File: src/rtl/hella_cache_pkg.sv
// Shared constants and entry-state encoding for the HellaCache master engine.
package hella_cache_pkg;

  localparam logic [4:0] M_XRD = 5'd0;
  localparam logic [4:0] M_XWR = 5'd1;

  localparam logic [2:0] MT_B  = 3'd0;
  localparam logic [2:0] MT_H  = 3'd1;
  localparam logic [2:0] MT_W  = 3'd2;
  localparam logic [2:0] MT_D  = 3'd3;
  localparam logic [2:0] MT_BU = 3'd4;
  localparam logic [2:0] MT_HU = 3'd5;
  localparam logic [2:0] MT_WU = 3'd6;

  localparam int unsigned RETRY_BITS = 4;

  typedef enum logic [2:0] {
    ENT_FREE   = 3'd0,
    ENT_PEND   = 3'd1,
    ENT_ISSUED = 3'd2,
    ENT_WDONE  = 3'd3,
    ENT_ERR    = 3'd4
  } entry_state_e;

endpackage

File: src/rtl/hella_cache_tag_table.sv
// Tracking table: per-tag command storage, state, retry counters and
// lowest-index selection of free / pending / write-done / error entries.
module hella_cache_tag_table
  import hella_cache_pkg::*;
#(
  parameter int unsigned NUM_ADDR_BITS   = 40,
  parameter int unsigned NUM_DATA_BITS   = 64,
  parameter int unsigned MAX_OUTSTANDING = 4,
  parameter int unsigned MAX_RETRY       = 3,
  localparam int unsigned IW = $clog2(MAX_OUTSTANDING),
  localparam int unsigned CW = $clog2(MAX_OUTSTANDING + 1)
) (
  input  logic                       clock,
  input  logic                       reset,
  input  logic                       alloc_i,
  input  logic [4:0]                 alloc_cmd_i,
  input  logic [2:0]                 alloc_typ_i,
  input  logic [NUM_ADDR_BITS-1:0]   alloc_addr_i,
  input  logic [NUM_DATA_BITS-1:0]   alloc_data_i,
  input  logic [NUM_DATA_BITS/8-1:0] alloc_mask_i,
  output logic                       free_any_o,
  output logic [IW-1:0]              free_idx_o,
  output logic                       pend_any_o,
  output logic [IW-1:0]              pend_idx_o,
  output logic [4:0]                 pend_cmd_o,
  output logic [2:0]                 pend_typ_o,
  output logic [NUM_ADDR_BITS-1:0]   pend_addr_o,
  input  logic                       fire_i,
  input  logic [IW-1:0]              s1_idx_i,
  output logic [NUM_DATA_BITS-1:0]   s1_data_o,
  output logic [NUM_DATA_BITS/8-1:0] s1_mask_o,
  input  logic                       s2_valid_i,
  input  logic [IW-1:0]              s2_idx_i,
  input  logic                       s2_nack_i,
  output logic                       s2_nack_live_o,
  output logic                       s2_exhaust_o,
  input  logic                       exhaust_report_i,
  input  logic [IW-1:0]              rsp_idx_i,
  output logic                       rsp_issued_rd_o,
  input  logic                       rsp_done_i,
  input  logic                       rel_valid_i,
  input  logic [IW-1:0]              rel_idx_i,
  output logic                       err_any_o,
  output logic [IW-1:0]              err_idx_o,
  output logic                       wdone_any_o,
  output logic [IW-1:0]              wdone_idx_o,
  output logic [CW-1:0]              outstanding_o
);

  entry_state_e                state_q [MAX_OUTSTANDING];
  entry_state_e                state_d [MAX_OUTSTANDING];
  logic [RETRY_BITS-1:0]       retry_q [MAX_OUTSTANDING];
  logic [RETRY_BITS-1:0]       retry_d [MAX_OUTSTANDING];
  logic [4:0]                  cmd_q   [MAX_OUTSTANDING];
  logic [2:0]                  typ_q   [MAX_OUTSTANDING];
  logic [NUM_ADDR_BITS-1:0]    addr_q  [MAX_OUTSTANDING];
  logic [NUM_DATA_BITS-1:0]    data_q  [MAX_OUTSTANDING];
  logic [NUM_DATA_BITS/8-1:0]  mask_q  [MAX_OUTSTANDING];

  logic                        s2_live;
  logic [RETRY_BITS-1:0]       retry_inc;

  // Descending scan so the lowest matching index is the one left standing.
  always_comb begin
    free_any_o  = 1'b0;
    free_idx_o  = '0;
    pend_any_o  = 1'b0;
    pend_idx_o  = '0;
    err_any_o   = 1'b0;
    err_idx_o   = '0;
    wdone_any_o = 1'b0;
    wdone_idx_o = '0;
    for (int unsigned i = MAX_OUTSTANDING; i > 0; i--) begin
      if (state_q[i-1] == ENT_FREE) begin
        free_any_o = 1'b1;
        free_idx_o = IW'(i - 1);
      end
      if (state_q[i-1] == ENT_PEND) begin
        pend_any_o = 1'b1;
        pend_idx_o = IW'(i - 1);
      end
      if (state_q[i-1] == ENT_ERR) begin
        err_any_o = 1'b1;
        err_idx_o = IW'(i - 1);
      end
      if (state_q[i-1] == ENT_WDONE) begin
        wdone_any_o = 1'b1;
        wdone_idx_o = IW'(i - 1);
      end
    end
  end

  always_comb begin
    outstanding_o = '0;
    for (int unsigned i = 0; i < MAX_OUTSTANDING; i++) begin
      if (state_q[i] != ENT_FREE) outstanding_o = outstanding_o + CW'(1);
    end
  end

  assign pend_cmd_o  = cmd_q[pend_idx_o];
  assign pend_typ_o  = typ_q[pend_idx_o];
  assign pend_addr_o = addr_q[pend_idx_o];
  assign s1_data_o   = data_q[s1_idx_i];
  assign s1_mask_o   = mask_q[s1_idx_i];

  // A stale s2 slot (entry already answered and possibly reused) is ignored.
  assign s2_live         = s2_valid_i && (state_q[s2_idx_i] == ENT_ISSUED);
  assign retry_inc       = retry_q[s2_idx_i] + RETRY_BITS'(1);
  assign s2_nack_live_o  = s2_live && s2_nack_i;
  assign s2_exhaust_o    = s2_nack_live_o && (retry_inc == RETRY_BITS'(MAX_RETRY));
  assign rsp_issued_rd_o = (state_q[rsp_idx_i] == ENT_ISSUED) && (cmd_q[rsp_idx_i] != M_XWR);

  always_comb begin
    for (int unsigned i = 0; i < MAX_OUTSTANDING; i++) begin
      state_d[i] = state_q[i];
      retry_d[i] = retry_q[i];
      if (alloc_i && free_idx_o == IW'(i)) begin
        state_d[i] = ENT_PEND;
        retry_d[i] = '0;
      end
      if (fire_i && pend_idx_o == IW'(i)) state_d[i] = ENT_ISSUED;
      if (s2_live && s2_idx_i == IW'(i)) begin
        if (s2_nack_i) begin
          retry_d[i] = retry_inc;
          if (s2_exhaust_o) state_d[i] = exhaust_report_i ? ENT_FREE : ENT_ERR;
          else              state_d[i] = ENT_PEND;
        end else if (cmd_q[i] == M_XWR) begin
          state_d[i] = ENT_WDONE;
        end
      end
      if (rsp_done_i && rsp_idx_i == IW'(i)) state_d[i] = ENT_FREE;
      if (rel_valid_i && rel_idx_i == IW'(i)) state_d[i] = ENT_FREE;
    end
  end

  always_ff @(posedge clock) begin
    for (int unsigned i = 0; i < MAX_OUTSTANDING; i++) begin
      if (reset) begin
        state_q[i] <= ENT_FREE;
        retry_q[i] <= '0;
      end else begin
        state_q[i] <= state_d[i];
        retry_q[i] <= retry_d[i];
      end
    end
  end

  always_ff @(posedge clock) begin
    if (alloc_i) begin
      cmd_q[free_idx_o]  <= alloc_cmd_i;
      typ_q[free_idx_o]  <= alloc_typ_i;
      addr_q[free_idx_o] <= alloc_addr_i;
      data_q[free_idx_o] <= alloc_data_i;
      mask_q[free_idx_o] <= alloc_mask_i;
    end
  end

endmodule

File: src/rtl/hella_cache_master_engine.sv
// Multi-outstanding dmem master: command accept, s1/s2 request pipeline,
// nack replay and single-port completion arbitration.
module hella_cache_master_engine
  import hella_cache_pkg::*;
#(
  parameter int unsigned NUM_ADDR_BITS   = 40,
  parameter int unsigned NUM_DATA_BITS   = 64,
  parameter int unsigned NUM_TAG_BITS    = 7,
  parameter int unsigned MAX_OUTSTANDING = 4,
  parameter int unsigned MAX_RETRY       = 3
) (
  input  logic                                  clock,
  input  logic                                  reset,
  input  logic                                  cmd_valid,
  output logic                                  cmd_ready,
  input  logic [4:0]                            cmd_cmd,
  input  logic [2:0]                            cmd_typ,
  input  logic [NUM_ADDR_BITS-1:0]              cmd_addr,
  input  logic [NUM_DATA_BITS-1:0]              cmd_data,
  input  logic [NUM_DATA_BITS/8-1:0]            cmd_mask,
  output logic [NUM_TAG_BITS-1:0]               cmd_tag,
  input  logic                                  req_ready,
  output logic                                  req_valid,
  output logic [NUM_ADDR_BITS-1:0]              req_addr,
  output logic [NUM_TAG_BITS-1:0]               req_tag,
  output logic [4:0]                            req_cmd,
  output logic [2:0]                            req_typ,
  output logic [NUM_DATA_BITS-1:0]              req_data,
  output logic [NUM_DATA_BITS/8-1:0]            req_data_mask,
  output logic                                  req_kill,
  input  logic                                  rsp_valid,
  input  logic                                  rsp_nack,
  input  logic [NUM_TAG_BITS-1:0]               rsp_tag,
  input  logic [NUM_DATA_BITS-1:0]              rsp_data,
  output logic                                  cpl_valid,
  output logic [NUM_TAG_BITS-1:0]               cpl_tag,
  output logic [NUM_DATA_BITS-1:0]              cpl_data,
  output logic                                  cpl_err,
  output logic [$clog2(MAX_OUTSTANDING+1)-1:0]  outstanding,
  output logic                                  err_unexp_rsp
);

  localparam int unsigned IW = $clog2(MAX_OUTSTANDING);
  localparam int unsigned CW = $clog2(MAX_OUTSTANDING + 1);

  logic                       free_any, pend_any, err_any, wdone_any;
  logic [IW-1:0]              free_idx, pend_idx, err_idx, wdone_idx;
  logic [4:0]                 pend_cmd;
  logic [2:0]                 pend_typ;
  logic [NUM_ADDR_BITS-1:0]   pend_addr;
  logic [NUM_DATA_BITS-1:0]   s1_data;
  logic [NUM_DATA_BITS/8-1:0] s1_mask;
  logic                       s2_nack_live, s2_exhaust, rsp_issued_rd;
  logic [CW-1:0]              outstanding_cnt;
  logic                       accept, fire, rsp_in_range, rsp_hit;
  logic [IW-1:0]              rsp_idx;
  logic                       rel_valid;
  logic [IW-1:0]              rel_idx;

  logic          s1_valid_q, s2_valid_q;
  logic [IW-1:0] s1_idx_q, s2_idx_q;
  logic          err_q;

  assign cmd_ready = free_any && !reset;
  assign accept    = cmd_valid && cmd_ready;
  assign cmd_tag   = reset ? '0 : NUM_TAG_BITS'(free_idx);

  assign req_valid     = pend_any && !reset;
  assign fire          = req_valid && req_ready;
  assign req_addr      = req_valid ? pend_addr : '0;
  assign req_tag       = req_valid ? NUM_TAG_BITS'(pend_idx) : '0;
  assign req_cmd       = req_valid ? pend_cmd : '0;
  assign req_typ       = req_valid ? pend_typ : '0;
  assign req_data      = (s1_valid_q && !reset) ? s1_data : '0;
  assign req_data_mask = (s1_valid_q && !reset) ? s1_mask : '0;
  assign req_kill      = 1'b0;

  // A nack and a response for the same tag in one cycle: the nack wins.
  assign rsp_in_range = 32'(rsp_tag) < 32'(MAX_OUTSTANDING);
  assign rsp_idx      = rsp_tag[IW-1:0];
  assign rsp_hit      = rsp_valid && rsp_in_range && rsp_issued_rd &&
                        !(s2_nack_live && (s2_idx_q == rsp_idx));

  always_ff @(posedge clock) begin
    if (reset) begin
      s1_valid_q <= 1'b0;
      s2_valid_q <= 1'b0;
      s1_idx_q   <= '0;
      s2_idx_q   <= '0;
      err_q      <= 1'b0;
    end else begin
      s1_valid_q <= fire;
      s1_idx_q   <= pend_idx;
      s2_valid_q <= s1_valid_q;
      s2_idx_q   <= s1_idx_q;
      if (rsp_valid && !rsp_hit) err_q <= 1'b1;
    end
  end

  // A blocked exhaustion parks its entry in ERR; it then outranks write-done.
  always_comb begin
    cpl_valid = 1'b0;
    cpl_tag   = '0;
    cpl_data  = '0;
    cpl_err   = 1'b0;
    rel_valid = 1'b0;
    rel_idx   = '0;
    if (!reset) begin
      if (rsp_hit) begin
        cpl_valid = 1'b1;
        cpl_tag   = NUM_TAG_BITS'(rsp_idx);
        cpl_data  = rsp_data;
      end else if (s2_exhaust) begin
        cpl_valid = 1'b1;
        cpl_tag   = NUM_TAG_BITS'(s2_idx_q);
        cpl_err   = 1'b1;
      end else if (err_any) begin
        cpl_valid = 1'b1;
        cpl_tag   = NUM_TAG_BITS'(err_idx);
        cpl_err   = 1'b1;
        rel_valid = 1'b1;
        rel_idx   = err_idx;
      end else if (wdone_any) begin
        cpl_valid = 1'b1;
        cpl_tag   = NUM_TAG_BITS'(wdone_idx);
        rel_valid = 1'b1;
        rel_idx   = wdone_idx;
      end
    end
  end

  assign outstanding   = reset ? '0 : outstanding_cnt;
  assign err_unexp_rsp = err_q && !reset;

  hella_cache_tag_table #(
    .NUM_ADDR_BITS   (NUM_ADDR_BITS),
    .NUM_DATA_BITS   (NUM_DATA_BITS),
    .MAX_OUTSTANDING (MAX_OUTSTANDING),
    .MAX_RETRY       (MAX_RETRY)
  ) u_table (
    .clock            (clock),
    .reset            (reset),
    .alloc_i          (accept),
    .alloc_cmd_i      (cmd_cmd),
    .alloc_typ_i      (cmd_typ),
    .alloc_addr_i     (cmd_addr),
    .alloc_data_i     (cmd_data),
    .alloc_mask_i     (cmd_mask),
    .free_any_o       (free_any),
    .free_idx_o       (free_idx),
    .pend_any_o       (pend_any),
    .pend_idx_o       (pend_idx),
    .pend_cmd_o       (pend_cmd),
    .pend_typ_o       (pend_typ),
    .pend_addr_o      (pend_addr),
    .fire_i           (fire),
    .s1_idx_i         (s1_idx_q),
    .s1_data_o        (s1_data),
    .s1_mask_o        (s1_mask),
    .s2_valid_i       (s2_valid_q),
    .s2_idx_i         (s2_idx_q),
    .s2_nack_i        (rsp_nack),
    .s2_nack_live_o   (s2_nack_live),
    .s2_exhaust_o     (s2_exhaust),
    .exhaust_report_i (!rsp_hit),
    .rsp_idx_i        (rsp_idx),
    .rsp_issued_rd_o  (rsp_issued_rd),
    .rsp_done_i       (rsp_hit),
    .rel_valid_i      (rel_valid),
    .rel_idx_i        (rel_idx),
    .err_any_o        (err_any),
    .err_idx_o        (err_idx),
    .wdone_any_o      (wdone_any),
    .wdone_idx_o      (wdone_idx),
    .outstanding_o    (outstanding_cnt)
  );

endmodule

File: config.mk
export PLATFORM = sky130hd
export DESIGN_NAME = hella_cache_master_engine
export DESIGN_NICKNAME = d
export VERILOG_FILES = /design/src/rtl/hella_cache_pkg.sv /design/src/rtl/hella_cache_tag_table.sv /design/src/rtl/hella_cache_master_engine.sv
export SDC_FILE = /design/constraint.sdc
export NUM_CORES = 1
export LEC_CHECK = 0
export ABC_AREA = 0
export BUFFER_PORTS_ARGS = -buffer_cell sky130_fd_sc_hd__buf_2
export CELL_PAD_IN_SITES_DETAIL_PLACEMENT = 0
export CELL_PAD_IN_SITES_GLOBAL_PLACEMENT = 1
export CORE_MARGIN = 2
export CORE_UTILIZATION = 51
export CTS_BUF_LIST = sky130_fd_sc_hd__clkbuf_8
export DETAILED_ROUTE_END_ITERATION = 7
export PLACE_DENSITY = 0.95
export SYNTH_ARGS = -nofsm -noshare
export SYNTH_HDL_FRONTEND = slang
export SYNTH_SLANG_ARGS = --single-unit
export TNS_END_PERCENT = 5
File: constraint.sdc
create_clock -name clock -period 10.3 [get_ports clock]
set_clock_uncertainty 0.2 [all_clocks]
set_input_delay 2.06 -clock clock [delete_from_list [all_inputs] [get_ports clock]]
set_output_delay 2.06 -clock clock [all_outputs]
set_load 0.05 [all_outputs]
==> flow_summary.toml <==
[floorplan]
io_pins = 411
die-area_mm2 = 0.04205
die_h_um = 205.1
die_w_um = 205.1
start_util = 0.5177
row_count = 73
core_area_mm2 = 0.03982

[final_layout]
finalInstanceArea_mm2 = 0.02453
fin_util = 0.6159
syn2layout_area_growth_pct = 18.98
drive_gt1_frac = 0.3558
nets = 1841

[cts]
numCtsBuffers = 80
max-clock-path-buffers = 3
post_cts_buffers = 0
cts_sinks = 515
tritoncts = "yes"
htree_levels = 3
cts_hold_buf = 0
cts_resized = 0
root_buffer = "clkbuf_8"
insertion_delay_ps = 620
path_clk_slew_ps = 60

[logic_synthesis]
synthFlopType = "edfxtp_1"
synthTopCellsByArea = "edfxtp_1 70%, mux4_2 8.4%, dfxtp_1 3.4%"
ys_top_cells_by_count = "480 x edfxtp_1, 77 x and2_1, 77 x mux4_2"
synth_top_area_frac = 0.6992
synth_seq_area_share = 0.7332
synth_edf_count = 480
yosysMostFrequentCell = "edfxtp_1"
synthCells = 1230
synthDistinctLibCells = 58
synthesis.area_mm2 = 0.02061
ys.warnings.count = 0
synth_async_sr_flop_share = 0
synth_seq_cells = 515
avgSynthCellArea_um2 = 16.76
yosys.area.top_type = "edfxtp_1"

[drt]
drc_errors = 0
wl_um = 51940
detail_route.iter0.violations = 1029
dr.pass1.iters = 8
ant_nets = 0
via_per_inst = 5.693
avgRoutedWirePerCell_um = 23.21
vias = 12742

[worst_setup_path]
crit_chain = "buf_2 -> or4b_1 -> a2111oi_2 -> nand3_1 -> a2111oi_4 -> buf_4 -> inv_1 -> a21oi_1 -> buf_2"
critPathSlowestCell = "or4b_1"
worst_r2r_path_depth = 7
cp.buffers_inverters = 4
cp.required_ps = 8040
critPathTopFamily = "buffers and inverters"
r2r_setup_slack_ps = 6490
worst-path-max-fanout = 76
worstSetupStartpointType = "input pin"
slowest_delay_ps = 560
worstSetupPathType = "input pin to output pin"
cp-end-kind = "output pin"
path_common_cell = "buf_2"
cp.arrival_ps = 4990
r2r-start = "u_table.state_q[2][2]"
timing.rr.end = "u_table.state_q[2][0]"

[sta]
relSlewSlack = 0.2721
fin_setup_tns_ps = 0
fmax_mhz = 137.9
rsz0062_at_grt = "no"
worst_slew_pin_slew_ps = 1089
setup_viol = 0
finalCriticalPeriod_ps = 7253
slew_viol_final = 0
finalCritPeriodShare = 0.7042
setup_ws_ps = 3047
hold_viol = 0

[global_routing]
globalRouteMet3Util = 0.07922
busiest_layer = "met2"
track_usage = 0.2421
overflow = 0
grt_pass1_vias = 12665
grt_first_pass_wirelength_um = 74750
antenna_found_initial = 14
met1_usage = 0.2756
grt_use_met2 = 0.4083
grt_max_degree = 77

[worst_hold_path]
min_to = "err_q"
holdPathStages = 2
min_from = "err_q"
hold_path.class = "flip-flop to flip-flop"

[place]
pre_cts_slack_ps = 3017
place_congestion = 0.9079
dp_hpwl_um = 32630
place_area_mm2 = 0.02304
portBuffers = 394

[job]
max_cap_viol_count = 0

[outcome]
outcome = "complete, no violations"

[pwr]
ir_drop_mv = 0.1784
finalPower_w = 0.004137
power.density_mw_per_mm2 = 168.7
p_leak_nw = 9.236
cell families (layout without fill, tap and decap cells):
group                      Yosys count  after routing  share of synthesized area
adders and majority gates            5              5                   0.003035
muxes                               86             86                    0.08873
DFF                                515            515                     0.7332
and+or+nand+nor                    335            335                    0.08795
buffers and inverters              117            575                    0.02537
xor gates and xnor gates             7              7                   0.002974
AOI/OAI and AO/OA                  164            164                    0.05857
other                                1             26                  0.0001819
placed cells by master (no fill, tap or decap), types with 5 or more instances in the layout:
cell type,netlist,final
edfxtp_1,480,480
buf_2,7,394
clkbuf_8,0,85
mux4_2,77,77
and2_1,77,77
and3_1,66,66
nor2_1,61,60
nand2_1,55,55
a21oi_1,51,51
a222oi_1,47,47
inv_1,18,42
dfxtp_1,35,33
clkinv_1,1,25
a31oi_1,19,19
conb_1,1,16
buf_4,18,16
nor3_1,16,15
o21ai_0,13,13
diode_2,0,10
nand3_1,10,10
nor4_1,8,7
a21o_1,7,7
or3_1,6,6
inv_6,0,6
nor3b_1,6,6
nand2b_1,6,6
mux2i_1,5,5
a211oi_1,5,5
ha_1,5,5
state kept, by name (all words and copies together), names as in the netlist:
register	cells
u_table.mask_q	32
u_table.data_q	256
u_table.addr_q	160
s1_valid_q	1
u_table.state_q	12
u_table.cmd_q	20
u_table.typ_q	12
s2_valid_q	1
s1_idx_q	2
s2_idx_q	2
u_table.retry_q	16
err_q	1
worst max-delay path by stage:
stage                       to       start  depth (start not counted)  slack, ps
finish              cpl_tag[1]  rsp_tag[5]                          9       3050
global route        cpl_tag[1]  rsp_tag[5]                          9       2910
CTS                 cpl_tag[1]  rsp_tag[5]                          9       3030
detailed placement  cpl_tag[1]  rsp_tag[5]                          9       3020
global placement    cpl_tag[1]  rsp_tag[5]                          9       3150
floorplan            cpl_valid  rsp_tag[5]                          7       3380
stage by stage:
stage | cells | hold slack, ps
2_1_floorplan | 1245 | 231.9
6_report | 2238 | 261.1
3_5_place_dp | 2082 | 251.8
5_1_grt | 2234 | 285.6
4_1_cts | 2228 | 261.4
3_3_place_gp | 2082 | 243.6
worst register-to-register path: cells and delay by family, from the launching register on:
kind,cells,cell delay [ps]
AOI/OAI and AO/OA,2,420
buffers and inverters,2,1450
and+or+nand+nor,3,1240
DFF,1,420
power by group:
part | switching [W] | leakage, nW | internal, W | total (W)
combinational | 0.000166 | 3.75 | 0.0000773 | 0.000244
clock | 0.000761 | 0.840 | 0.000790 | 0.00155
sequential | 0.0000131 | 4.64 | 0.00233 | 0.00234
layer usage:
metal,up-vias,wire (µm)
met5,-,53
met2,627,26370
met3,98,4951
li1,5704,-
met4,8,2293
met1,6305,18270
area by class of cell:
type / instances / area, µm²
inverter: 19 / 91.34
multi-input combinational: 613 / 5081
timing repair buffer: 410 / 2092
clock buffer: 85 / 1170
clock inverter: 61 / 289.0
sequential: 515 / 15120
fill: 2844 / 15300
antenna: 10 / 25.02
tap: 525 / 656.9
No activity file was read; power rests on OpenSTA's default activity.
